File: src/rtl/router_pkt_source.sv
// Packet source: header {len,addr}, len payload bytes, XOR parity; ROUTER_PARITY_CORRUPT_EN adds corrupt_parity.
// Latency: header on dout the edge after start, done L+2 edges later; busy freezes the byte stream.
module router_pkt_source (
  input  logic       clk,
  input  logic       rst,
  input  logic       start,
  input  logic [1:0] dest_addr,
  input  logic [5:0] pay_len,
  input  logic [7:0] pay_data,
  input  logic       busy,
  output logic       pay_ack,
  output logic       packet_valid,
  output logic [7:0] dout,
  output logic       done,
  output logic       cfg_err,
  output logic       in_idle
`ifdef ROUTER_PARITY_CORRUPT_EN
  ,
  input  logic       corrupt_parity
`endif
);

  typedef enum logic [1:0] {IDLE, HEADER, PAYLOAD, PARITY} state_e;

  state_e     state_q, state_d;
  logic [7:0] dout_q, dout_d;
  logic [7:0] parity_q, parity_d;
  logic [5:0] rem_q, rem_d;
  logic       pv_q, pv_d;
  logic       done_q, done_d;
  logic       cfg_err_q, cfg_err_d;
  logic       corrupt_w;
  logic [7:0] hdr_w;

`ifdef ROUTER_PARITY_CORRUPT_EN
  assign corrupt_w = corrupt_parity;
`else
  assign corrupt_w = 1'b0;
`endif

  assign hdr_w = {pay_len, dest_addr};

  always_ff @(posedge clk or negedge rst) begin
    if (!rst) begin
      state_q   <= IDLE;
      dout_q    <= 8'd0;
      parity_q  <= 8'd0;
      rem_q     <= 6'd0;
      pv_q      <= 1'b0;
      done_q    <= 1'b0;
      cfg_err_q <= 1'b0;
    end else begin
      state_q   <= state_d;
      dout_q    <= dout_d;
      parity_q  <= parity_d;
      rem_q     <= rem_d;
      pv_q      <= pv_d;
      done_q    <= done_d;
      cfg_err_q <= cfg_err_d;
    end
  end

  always_comb begin
    state_d   = state_q;
    dout_d    = dout_q;
    parity_d  = parity_q;
    rem_d     = rem_q;
    pv_d      = pv_q;
    done_d    = 1'b0;
    cfg_err_d = 1'b0;
    case (state_q)
      IDLE: begin
        if (start) begin
          if (dest_addr != 2'd3 && pay_len != 6'd0) begin
            dout_d   = hdr_w;
            parity_d = hdr_w;
            rem_d    = pay_len;
            pv_d     = 1'b1;
            state_d  = HEADER;
          end else begin
            cfg_err_d = 1'b1;
          end
        end
      end
      HEADER, PAYLOAD: begin
        if (!busy) begin
          if (rem_q != 6'd0) begin
            dout_d   = pay_data;
            parity_d = parity_q ^ pay_data;
            rem_d    = rem_q - 6'd1;
            state_d  = PAYLOAD;
          end else begin
            // Payload exhausted: the accumulated parity goes out unflagged.
            dout_d  = parity_q ^ {7'd0, corrupt_w};
            pv_d    = 1'b0;
            state_d = PARITY;
          end
        end
      end
      PARITY: begin
        if (!busy) begin
          dout_d  = 8'd0;
          done_d  = 1'b1;
          state_d = IDLE;
        end
      end
      default: state_d = IDLE;
    endcase
  end

  assign pay_ack      = (state_q == HEADER || state_q == PAYLOAD) && !busy && (rem_q != 6'd0);
  assign packet_valid = pv_q;
  assign dout         = dout_q;
  assign done         = done_q;
  assign cfg_err      = cfg_err_q;
  assign in_idle      = (state_q == IDLE);

endmodule

File: config.mk
export PLATFORM = sky130hd
export DESIGN_NAME = router_pkt_source
export DESIGN_NICKNAME = d
export VERILOG_FILES = /design/src/rtl/router_pkt_source.sv
export SDC_FILE = /design/constraint.sdc
export NUM_CORES = 1
export LEC_CHECK = 0
export ABC_AREA = 1
export BUFFER_PORTS_ARGS = -buffer_cell sky130_fd_sc_hd__buf_2
export CORE_ASPECT_RATIO = 1.25
export CORE_MARGIN = 2
export CORE_UTILIZATION = 55
export DETAILED_ROUTE_END_ITERATION = 10
export PLACE_DENSITY_LB_ADDON = 0.15
export SLEW_MARGIN = 10
export SYNTH_ARGS = -nofsm -noshare
export SYNTH_HDL_FRONTEND = slang
export SYNTH_SLANG_ARGS = --single-unit
File: constraint.sdc
create_clock -name clk -period 2.1 [get_ports clk]
set_input_delay 0.42 -clock clk [delete_from_list [all_inputs] [get_ports clk]]
set_output_delay 0.42 -clock clk [all_outputs]
set_load 0.02 [all_outputs]
* Word-level counts from Yosys, hierarchy flattened *
Cells that the tools add are included.

word-level totals
  output and inout bits = 13
  word-level logic and storage cells = 62
  flip-flop bits (word level) = 27
  bits of input ports = 20

operators by class
  reduce and logical (&&, ||, !) cells = 13
  equal/unequal tests = 10
  $add $sub $neg = 1
  bitwise logic cells = 1
  mux-type cells = 30

operators by type and width
  operator             number
  $mux 8               7
  $mux 6               4
  $pmux 8 s3           1
  $pmux 8 s2           1
  $ne 2x2->1 const B   6
  $pmux 6 s2           1
  $reduce_bool 6->1    2
  $mux 1               10
  $reduce_and 5->1     2
  $mux 2               4
  $xor 8x8->8          1
  $pmux 2 s3           1
  $sub 6x1->6 const B  1
  $eq 2x2->1 const B   2
  $reduce_and 4->1     1
  $logic_and 1x1->1    3
  $eq 2x1->1 const B   1
  $logic_not 2->1      1
  $ne 2x1->1 const B   1
  $pmux 1 s2           1
  $reduce_bool 2->1    1
  $reduce_or 2->1      1
  $logic_not 1->1      1
  $logic_or 1x1->1     1

* Logic depth before layout (Yosys ltp) *
  depth after elaboration = 5
  mapped depth = 11
  mapped depth without buffers = 10

* Worst setup path before layout *
OpenSTA, ideal clock, no wires.

  path kind = reg2out
  start = register rem_q[0]
  end = output port pay_ack
  arrival = 1.531 ns
  buffers on the path = 2
  cell stages (with the launch flop) = 9
  setup slack = 0.149 ns
  required time = 1.680 ns
  cell sequence = dfrtp_1 > inv_1 > ha_1 > buf_1 > nand3_2 > buf_2 > nand2_1 > or2_2 > inv_1

between the ends
  longest elaborated chain between the ends = 2

RTL lines
  what                      line  source
  start: declaration        28    logic [5:0] rem_q, rem_d;
  start signal: assignment  56    rem_q <= rem_d;
  $reduce_bool 6->1         111   assign pay_ack = (state_q == HEADER || state_q == PAYLOAD) && !busy && (rem_q != 6'd0);
  $logic_and 1x1->1         111
  end: declaration          11    output logic pay_ack,

Every way passes these cells.

* Worst setup path after layout *
  start = register state_q[1]
  end = output port pay_ack

between the ends
  longest elaborated chain between the ends = 4
  elaborated cells between the ends (all ways) = 5
  those cells by class = eq/ne (2); reduce/logical (3)

RTL lines
  what                                      line  source
  start: declaration                        25    state_e state_q, state_d;
  start signal: assignment                  53    state_q <= state_d;
  $eq 2x1->1 or $eq 2x2->1 (tied branches)  111
  $logic_or 1x1->1 *                        111
  $logic_and 1x1->1 * (2 in series)         111

Every way passes the cells marked *; elsewhere a longest branch is shown, timed or not.

==> impl_metrics.tcl <==
set metrics [dict create \
    status "finished, final reports clean" \
    start_kind "flop" \
    synth_xor_area_share_pct 3.58 \
    dieArea_um2 3580 \
    r2r_cells 8 \
    yosysMostFrequentCell "nand2_1" \
    synthTopCellsByArea "dfrtp_1, nand2_1, o21ai_0" \
    grt_max_degree 28 \
    cts_tree "done" \
    powerDensity_nw_per_um2 1880 \
    io-pin-count 33 \
    setup_tns_ps 0 \
    max_freq_mhz 494 \
    grt_pass1_vias 1654 \
    r2r-end "state_q[0]$_DFFE_PN0P_" \
    rr_startpoint "state_q[1]$_DFFE_PN0P_" \
    core_area_um2 2950 \
    antenna_found_initial 0 \
    worstMarginPinSlew_ps 637 \
    synth_top_family_by_area "simple AND/OR/NAND/NOR gates" \
    syn-num-nets 281 \
    wl_per_cell_um 12.7 \
    routed_wl_mm 4.17 \
    fin_crit_sh_pct 96.4 \
    drv_cap 0 \
    synthArstFlopShare_pct 100 \
    synthAdderAreaFrac_pct 3.65 \
    muxShareOfSynthArea_pct 0 \
    syn_area_per_cell_um2 6.70 \
    whs_ps 79.2 \
    rsz0062_at_grt "false" \
    synth_flop_cell "dfrtp_1" \
    clock_latency_ps 330 \
    synth_top_area_share_pct 39.4 \
    ys_types 21 \
    netlist_area_um2 1710 \
    nNetsFinal 318 \
    synth_compound_area_share_pct 5.77 \
    critical_path_required_ps 1680 \
    crit_type "flop to primary output" \
    firstDrtPassIters 5 \
    ys_ff_latch 27 \
    drtIter0Drc 39 \
    syn_to_final_growth_pct 16.0 \
    cp_max_fo 3 \
    synth_common_cells "nand2_1, dfrtp_1, inv_1" \
    die_x_um 53.9 \
    synthSimpleGateAreaFrac_pct 40.9 \
    p_leak_nw 1.15 \
    vdd_drop_max_v 0.00138 \
    vias 1707 \
    route.detailed.drc 0 \
    htreeDepth 1 \
    grt-ovfl-total 0 \
    drv_slew 0 \
    die_h_um 66.4 \
    cts_made_buffers 3 \
    dp_hpwl_mm 3.04 \
    endpoint_kind "primary output" \
    synth_edf_count 0 \
    drtAntennaViolNets 0 \
    start_util_pct 58.2 \
    relSlewSlack_pct 57.6 \
    cp_data_arrival_time_ps 1610 \
    finalClockSkew_ps 3.59 \
    drive_gt1_share_pct 20.2 \
    grt_usage_pct 26.6 \
    r2r_setup_slack_ps 380 \
    hold_class "input pin to asynchronous set/reset pin" \
    fin_cells 328 \
    synth_warnings 0 \
    synth_top_area_cell "dfrtp_1" \
    yosysSeqAreaShare_pct 39.4 \
    viasPerCell 5.20 \
    cts_hold_buffers 0 \
    fin_crit_ps 2030 \
    antenna_cells 0 \
    place_inst 323 \
    routabilityCongestion 0.890 \
    io_buffers 32 \
    clk_pin_slew_ps 150 \
    rows 22 \
    fillCellCount 275 \
    clockBufferDepth 2 \
    root_buffer "clkbuf_4" \
    setup_viol 0 \
    hold_violations 0 \
    cts_sinks 27 \
    netlist_instances 256 \
    grt_pass1_wl_mm 7.06 \
]
## state kept, by name, indices dropped and copies added, names as in the netlist
| name | flops |
|---|---|
| dout | 8 |
| parity_q | 8 |
| rem_q | 6 |
| state_q | 2 |
| cfg_err | 1 |
| done | 1 |
| packet_valid | 1 |
## power by group
| part | switching (W) | internal (W) | total [W] |
|---|---|---|---|
| Clock | 0.000164 | 0.0000716 | 0.000236 |
| Combinational | 0.00162 | 0.000929 | 0.00255 |
| Sequential | 0.000188 | 0.000769 | 0.000957 |
## worst max path at each step
stage / start / to / slack [ps] / depth (start not counted)
2_1_floorplan: rem_q[0]$_DFFE_PN0P_ / pay_ack / 150 / 8
3_3_place_gp: state_q[0]$_DFFE_PN0P_ / pay_ack / 400 / 6
3_5_place_dp: state_q[0]$_DFFE_PN0P_ / pay_ack / 310 / 6
4_1_cts: state_q[1]$_DFFE_PN0P_ / pay_ack / 10 / 6
5_1_grt: state_q[0]$_DFFE_PN0P_ / pay_ack / 20 / 6
6_report: state_q[1]$_DFFE_PN0P_ / pay_ack / 70 / 6
## placed cells by master (no fill, tap or decap), drive strengths merged
master	netlist	layout
clkbuf	4	3
ha	5	5
o21ai	15	15
nand3	13	13
inv	17	17
buf	5	41
dfrtp	27	27
nor2	17	17
nand4	9	9
or2	1	1
and2	1	1
nand2	131	131
clkinv	0	1
a21oi	4	4
xnor2	7	7
## what timing repair did
action,4_1_cts,5_1_grt
endpoints found under the setup margin,1,1
buffers inserted,0,1
resized for setup,3,6
pin swaps,0,1
hold endpoints to repair,0,0
## final cells by class
class,instances,area [um2],area share [%]
Multi-Input combinational cell,203,942,47.4
Sequential cell,27,676,34.0
Timing Repair Buffer,41,234,11.8
Inverter,17,63.8,3.21
Tap cell,36,45.0,2.27
Clock buffer,3,22.5,1.13
Clock inverter,1,5.00,0.252
## layer usage
metal	vias up	share of wire, %	global-route usage (%)
met3	8	4.6	2.71
li1	874	-	-
met2	56	48	44.7
met1	769	45	34.1
met4	0	1.7	10.6
met5	-	0	0
## stage by stage
| step | worst slack (ps) | utilization [%] | power [W] | instance area (um2) |
|---|---|---|---|---|
| after detailed placement | 306 | 65.5 | 0.00339 | 1930 |
| after global placement | 397 | 65.5 | 0.00333 | 1930 |
| after CTS | 11.7 | 67.0 | 0.00368 | 1970 |
| after floorplan | 149 | - | 0.00277 | 1710 |
| after global routing | 16.0 | 67.5 | 0.00418 | 1990 |
| final | 74.9 | 67.5 | 0.00374 | 1990 |
## worst max-delay path: stages (launching register included)
cell and delay [ps]:
dfrtp_1 410, inv_2 70, ha_4 280, nand2_2 60
or2_2 280, inv_2 60, buf_6 110
## cells by family after synthesis
group,Yosys count
xor+xnor,7
fa+ha+maj,5
compound gates,19
flops,27
simple gates,172
buf+inv,26
Note: power is estimated with default switching activity, not from simulation.
